--- config.mk ---
export PLATFORM = sky130hd
export DESIGN_NAME = mem_port_arbiter
export DESIGN_NICKNAME = d
export VERILOG_FILES = /design/src/rtl/mem_port_arbiter.sv
export SDC_FILE = /design/constraint.sdc
export NUM_CORES = 1
export LEC_CHECK = 0
export CAP_MARGIN = 20
export CORE_AREA = 3 3 351 353
export DETAILED_ROUTE_END_ITERATION = 16
export DIE_AREA = 0 0 354 356
export SETUP_SLACK_MARGIN = 0.15
export SYNTH_ARGS = -nofsm -noshare
export SYNTH_HDL_FRONTEND = slang
export SYNTH_SLANG_ARGS = --single-unit
export TNS_END_PERCENT = 5
--- constraint.sdc ---
create_clock -name clk -period 3.6 [get_ports clk]
set_input_delay 0.54 -clock clk [delete_from_list [all_inputs] [get_ports clk]]
set_output_delay 0.54 -clock clk [all_outputs]
set_load 0.02 [all_outputs]
--- src/rtl/mem_port_arbiter.sv ---
// mem_port_arbiter: shares one slow-memory line port between the I-cache
// and D-cache miss/writeback interfaces. A single command is latched per
// grant and held on the memory port until mem_ready; the returned line goes
// only to the granted requester. Per-requester saturating grant counters
// are kept for performance reporting.
//
// state   | meaning
// --------+------------------------------------------------------------
// IDLE    | no transaction; arbitrate pending requests, latch winner
// BUSY_I  | I-side command on the memory port, waiting for mem_ready
// BUSY_D  | D-side command on the memory port, waiting for mem_ready
// RELEASE | one dead cycle, requests low, so requester and memory see
//         | the deassert before the next grant
module mem_port_arbiter #(
  parameter int ADDR_W    = 28,
  parameter int DATA_W    = 128,
  parameter int PRIO_MODE = 0,
  parameter int CNT_W     = 16
) (
  input  logic              clk,
  input  logic              rst,
  input  logic              i_read,
  input  logic              i_write,
  input  logic [ADDR_W-1:0] i_addr,
  input  logic [DATA_W-1:0] i_wdata,
  output logic [DATA_W-1:0] i_rdata,
  output logic              i_ready,
  input  logic              d_read,
  input  logic              d_write,
  input  logic [ADDR_W-1:0] d_addr,
  input  logic [DATA_W-1:0] d_wdata,
  output logic [DATA_W-1:0] d_rdata,
  output logic              d_ready,
  output logic              mem_read,
  output logic              mem_write,
  output logic [ADDR_W-1:0] mem_addr,
  output logic [DATA_W-1:0] mem_wdata,
  input  logic [DATA_W-1:0] mem_rdata,
  input  logic              mem_ready,
  output logic [CNT_W-1:0]  i_grant_cnt,
  output logic [CNT_W-1:0]  d_grant_cnt
);

  localparam logic [1:0] IDLE    = 2'd0;
  localparam logic [1:0] BUSY_I  = 2'd1;
  localparam logic [1:0] BUSY_D  = 2'd2;
  localparam logic [1:0] RELEASE = 2'd3;

  localparam logic [CNT_W-1:0] CNT_MAX = {CNT_W{1'b1}};
  localparam logic [CNT_W-1:0] CNT_ONE = {{(CNT_W-1){1'b0}}, 1'b1};

  logic [1:0]        state;
  logic [1:0]        state_nxt;
  logic              last_d;      // 1 when D held the most recent grant
  logic [ADDR_W-1:0] lat_addr;
  logic [DATA_W-1:0] lat_wdata;
  logic              lat_rd;
  logic              lat_wr;
  logic [DATA_W-1:0] i_rdata_q;
  logic [DATA_W-1:0] d_rdata_q;
  logic [CNT_W-1:0]  i_cnt;
  logic [CNT_W-1:0]  d_cnt;
  logic              i_pend;
  logic              d_pend;
  logic              grant_i;
  logic              grant_d;
  logic              busy;
  logic              done_i;
  logic              done_d;

  assign i_pend = i_read | i_write;
  assign d_pend = d_read | d_write;
  assign busy   = (state == BUSY_I) || (state == BUSY_D);
  assign done_i = (state == BUSY_I) && mem_ready;
  assign done_d = (state == BUSY_D) && mem_ready;

  // Arbitration: only evaluated in IDLE; ties go to the side that did not
  // win last time, or always to D in fixed-priority mode.
  always_comb begin
    grant_i = 1'b0;
    grant_d = 1'b0;
    if (state == IDLE) begin
      if (i_pend && d_pend) begin
        if (PRIO_MODE != 0) begin
          grant_d = 1'b1;
        end else if (last_d) begin
          grant_i = 1'b1;
        end else begin
          grant_d = 1'b1;
        end
      end else if (i_pend) begin
        grant_i = 1'b1;
      end else if (d_pend) begin
        grant_d = 1'b1;
      end
    end
  end

  // Next-state logic; mem_ready outside BUSY_x is ignored.
  always_comb begin
    state_nxt = state;
    case (state)
      IDLE: begin
        if (grant_i) begin
          state_nxt = BUSY_I;
        end else if (grant_d) begin
          state_nxt = BUSY_D;
        end
      end
      BUSY_I: begin
        if (mem_ready) begin
          state_nxt = RELEASE;
        end
      end
      BUSY_D: begin
        if (mem_ready) begin
          state_nxt = RELEASE;
        end
      end
      RELEASE: state_nxt = IDLE;
      default: state_nxt = IDLE;
    endcase
  end

  // State register; reset abandons any transaction in flight.
  always_ff @(posedge clk) begin
    if (rst) begin
      state <= IDLE;
    end else begin
      state <= state_nxt;
    end
  end

  // Command latch on grant. Write wins when read and write are both raised.
  always_ff @(posedge clk) begin
    if (rst) begin
      lat_addr  <= '0;
      lat_wdata <= '0;
      lat_rd    <= 1'b0;
      lat_wr    <= 1'b0;
      last_d    <= 1'b1;
    end else if (grant_i) begin
      lat_addr  <= i_addr;
      lat_wdata <= i_wdata;
      lat_rd    <= i_read & ~i_write;
      lat_wr    <= i_write;
      last_d    <= 1'b0;
    end else if (grant_d) begin
      lat_addr  <= d_addr;
      lat_wdata <= d_wdata;
      lat_rd    <= d_read & ~d_write;
      lat_wr    <= d_write;
      last_d    <= 1'b1;
    end
  end

  // Returned line is held per requester until its next completion.
  always_ff @(posedge clk) begin
    if (rst) begin
      i_rdata_q <= '0;
      d_rdata_q <= '0;
    end else begin
      if (done_i) begin
        i_rdata_q <= mem_rdata;
      end
      if (done_d) begin
        d_rdata_q <= mem_rdata;
      end
    end
  end

  // Saturating completion counters.
  always_ff @(posedge clk) begin
    if (rst) begin
      i_cnt <= '0;
      d_cnt <= '0;
    end else begin
      if (done_i && (i_cnt != CNT_MAX)) begin
        i_cnt <= i_cnt + CNT_ONE;
      end
      if (done_d && (d_cnt != CNT_MAX)) begin
        d_cnt <= d_cnt + CNT_ONE;
      end
    end
  end

  assign mem_read    = busy & lat_rd;
  assign mem_write   = busy & lat_wr;
  assign mem_addr    = lat_addr;
  assign mem_wdata   = lat_wdata;

  // Completion data is forwarded in the ready cycle itself.
  assign i_ready     = done_i;
  assign d_ready     = done_d;
  assign i_rdata     = done_i ? mem_rdata : i_rdata_q;
  assign d_rdata     = done_d ? mem_rdata : d_rdata_q;

  assign i_grant_cnt = i_cnt;
  assign d_grant_cnt = d_cnt;

endmodule
==> results.py, run 1 <==
metrics = {
    "worst_setup_path": {
        "worstSetupEndpointType": "output pin",
        "crit_arrival_ns": 2.73,
        "slowest_stage": "clkdlybuf4s50_1",
        "startpoint_type": "flip-flop",
        "crit_required_ns": 3.06,
        "cp-endpoint": "d_rdata[45]",
        "critical_path.most_common_cell": "nand2_1",
        "path_class": "flip-flop to output pin",
        "cpPeakStageDelay_ns": 0.67,
        "crit_start": "state[0]$_SDFFE_PP0P_",
        "crit_chain": "inv_1 > ha_1 > nand2_4 > inv_6 > buf_12 > nand2_1 > nand2_1 > clkdlybuf4s50_1",
        "rr_endpoint": "d_grant_cnt[14]$_SDFFE_PP0P_",
        "cp_max_fo": 45,
        "r2r_cells": 10,
        "r2r_setup_slack_ns": 1.22,
        "r2r-start": "state[0]$_SDFFE_PP0P_",
    },
    "logic_synthesis": {
        "synth_cells": 2280,
        "synth.top_cell.area_share_pct": 49.31,
        "netlist_area_um2": 18230,
        "async_flop_share_pct": 0,
        "ys_ff_latch": 449,
        "synth_flop_cell": "dfxtp_1",
        "synth_top_cell_by_area": "dfxtp_1",
        "yosys-top-cells-count": "nand2_1, dfxtp_1, a21oi_1, nor2_1, mux2i_1",
        "synth_edf_count": 0,
        "yosysMostFrequentCell": "nand2_1",
        "synth.area.top_cells": "dfxtp_1, nand2_1, mux2i_1",
        "ys_seq_area_share_pct": 49.31,
        "syn_nets": 2732,
        "yosys_warnings": 0,
        "synth.distinct_cells": 38,
        "synth_area_per_cell_um2": 7.996,
    },
    "placement": {
        "dp.cells": 4689,
        "hpwl_um": 77930,
        "gp_congestion": 0.8865,
        "portBuffers": 894,
    },
    "timing": {
        "slew_headroom_pct": 37.62,
        "final-max-slew-violation-count": 0,
        "clock-skew-final_ns": 0.04110,
        "hold_viol": 0,
        "rsz0062_at_grt": "yes",
        "fin_tns_setup_ns": 0,
        "worstMarginPinSlew_ns": 0.9271,
        "setup_viol": 0,
        "fin_crit_sh_pct": 90.70,
        "period_needed_ns": 3.265,
        "max_freq_ghz": 0.3063,
    },
    "clock_tree": {
        "cts-resized-gates": 0,
        "numCtsBuffers": 55,
        "cts-root-buf": "clkbuf_16",
        "clkSlewWorstSetupHoldPaths_ns": 0.06,
        "htreeDepth": 2,
        "clock_sinks": 449,
        "hold_buffers": 0,
        "cts_buffer_depth": 3,
        "post_cts_buffers": 0,
        "tritoncts": "yes",
        "clk_latency_ns": 0.63,
    },
    "pwr": {
        "comb_power_share_pct": 46.9,
        "ir_drop_mv": 0.5212,
        "clockPowerShare_pct": 24.1,
        "p_leak_nw": 13.08,
        "p_seq_share_pct": 29.1,
        "powerDensity_nw_per_um2": 732.9,
        "intPower_mw": 14.12,
        "power_switching_mw": 8.994,
        "swShare_pct": 38.91,
    },
    "cells_and_area": {
        "drive_gt1_share_pct": 6.835,
        "fin_nets": 3587,
        "multi_input_area_um2": 8563,
        "fillerInstances": 13071,
        "seqCellArea_um2": 8989,
        "syn_to_final_growth_pct": 72.98,
        "stdcell_count": 4800,
    },
    "drt": {
        "vias": 18953,
        "wl_um": 95760,
        "drtIter0Drc": 1263,
        "firstDrtPassIters": 5,
        "drc": 0,
        "final_antenna_net_count": 0,
        "vias_per_cell": 3.949,
        "wl_per_cell_um": 19.95,
    },
    "outcome": {
        "status": "complete, no violations",
    },
    "floorplan": {
        "std_cell_rows": 127,
        "die_area_um2": 126000,
        "core_um2": 120100,
        "ios": 895,
        "die-width_um": 354,
        "start_util_pct": 15.18,
        "fp.dieH_um": 356,
    },
    "grt": {
        "grt_first_pass_wirelength_um": 132700,
        "grt_max_degree": 114,
        "grt_pass1_vias": 18226,
        "antenna_found_initial": 26,
        "grt_overflow": 0,
        "track_usage_pct": 14.40,
    },
    "flow_run": {
        "max_cap_viol_count": 0,
    },
    "hold_path": {
        "whs_path_depth": 2,
        "hold_path_class": "input port to flip-flop",
    },
}
critical path: cells and delay by family (launching register included):
kind	cells	cell delay, ns
flops	1	0.32
fa+ha+maj	1	0.22
simple gates	3	0.30
buf+inv	4	1.21
cells in the final DEF (no fill, tap or decap), types with 15 or more instances in the layout:
master,n
clkdlybuf4s50_1,841
nand2_1,778
dfxtp_1,449
a21oi_1,263
nor2_1,192
mux2i_1,158
a211oi_1,156
clkbuf_16,57
buf_4,57
buf_12,57
nand3_1,17
clkbuf_8,15
layout make-up:
type / count / share of cell area (%)
well taps: 1612 / 6.396
repair buffers: 959 / 31.97
flip-flops and latches: 449 / 28.50
inverters: 7 / 0.1389
diodes: 13 / 0.1032
multi-input cells: 1663 / 27.16
clock inverters: 18 / 0.5357
clock buffers: 79 / 5.194
worst min path at each step:
stage | from | end | slack [ns]
after floorplan | d_rdata_q[0]$_SDFF_PP0_ | d_rdata_q[0]$_SDFF_PP0_ | 0.44
after global placement | d_rdata_q[10]$_SDFF_PP0_ | d_rdata_q[10]$_SDFF_PP0_ | 0.45
after detailed placement | d_rdata_q[31]$_SDFF_PP0_ | d_rdata_q[31]$_SDFF_PP0_ | 0.46
after CTS | mem_rdata[63] | i_rdata_q[63]$_SDFF_PP0_ | 0.46
after global routing | rst | mem_wdata[14]$_SDFFE_PP0P_ | 0.47
final | rst | mem_wdata[29]$_SDFFE_PP0P_ | 0.46
power groups by stage:
stage | clock network [mW] | logic [mW] | registers, mW
after global routing | 5.97 | 11.6 | 6.86
after floorplan | 0 | 4.27 | 7.75
after detailed placement | 0 | 11.0 | 6.83
after CTS | 5.78 | 11.0 | 6.73
after global placement | 0 | 11.0 | 6.79
final | 5.56 | 10.8 | 6.72
metal layers:
| layer | up-vias | wire [um] | share of wire, % | global-route usage [%] |
|---|---|---|---|---|
| met3 | 157 | 9281 | 9.7 | 5.902 |
| met5 | - | 48 | 0.050 | 0 |
| met4 | 10 | 3769 | 3.9 | 5.183 |
| met2 | 746 | 43700 | 46 | 23.52 |
| li1 | 9420 | - | - | - |
| met1 | 8620 | 38960 | 41 | 16.94 |
flip-flops by register name (all words and copies together), names as in the netlist:
| name | cells |
|---|---|
| lat_wr | 1 |
| lat_rd | 1 |
| d_grant_cnt | 16 |
| last_d | 1 |
| i_rdata_q | 128 |
| state | 2 |
| d_rdata_q | 128 |
| i_grant_cnt | 16 |
| mem_addr | 28 |
| mem_wdata | 128 |
through the flow:
step	worst slack (ns)	power [mW]	utilization (%)	hold WS (ns)	area, um2
floorplan	1.401	12.01	-	0.4443	18230
global placement	0.2777	17.77	24.68	0.4498	29640
detailed placement	0.2284	17.82	24.68	0.4555	29640
CTS	0.1574	23.54	26.18	0.4587	31450
global route	0.1368	24.39	26.22	0.4708	31500
finish	0.3348	23.11	26.25	0.4572	31530
kinds of logic (layout without fill, tap and decap cells):
group | after synthesis | count (layout) | share of synthesized area (%)
simple gates | 1041 | 1041 | 22.35
xor+xnor | 24 | 24 | 1.153
flops | 449 | 449 | 49.31
compound gates | 435 | 435 | 14.27
fa+ha+maj | 5 | 5 | 0.3432
buf+inv | 168 | 1063 | 3.905
mux | 158 | 158 | 8.675
other cells | 0 | 13 | 0
Note: power is estimated with default switching activity, not from simulation.
==> run 2: changes to the inputs <==
--- a/config.mk
+++ b/config.mk
@@ -5,7 +5,6 @@
 export SDC_FILE = /design/constraint.sdc
 export NUM_CORES = 1
 export LEC_CHECK = 0
-export CAP_MARGIN = 20
 export CORE_AREA = 3 3 351 353
 export DETAILED_ROUTE_END_ITERATION = 16
 export DIE_AREA = 0 0 354 356
@@ -13,4 +12,4 @@
 export SYNTH_ARGS = -nofsm -noshare
 export SYNTH_HDL_FRONTEND = slang
 export SYNTH_SLANG_ARGS = --single-unit
-export TNS_END_PERCENT = 5
+export TNS_END_PERCENT = 20
==> results of run 2 <==
The final DEF is identical to that of run 1; final timing and power are the same.
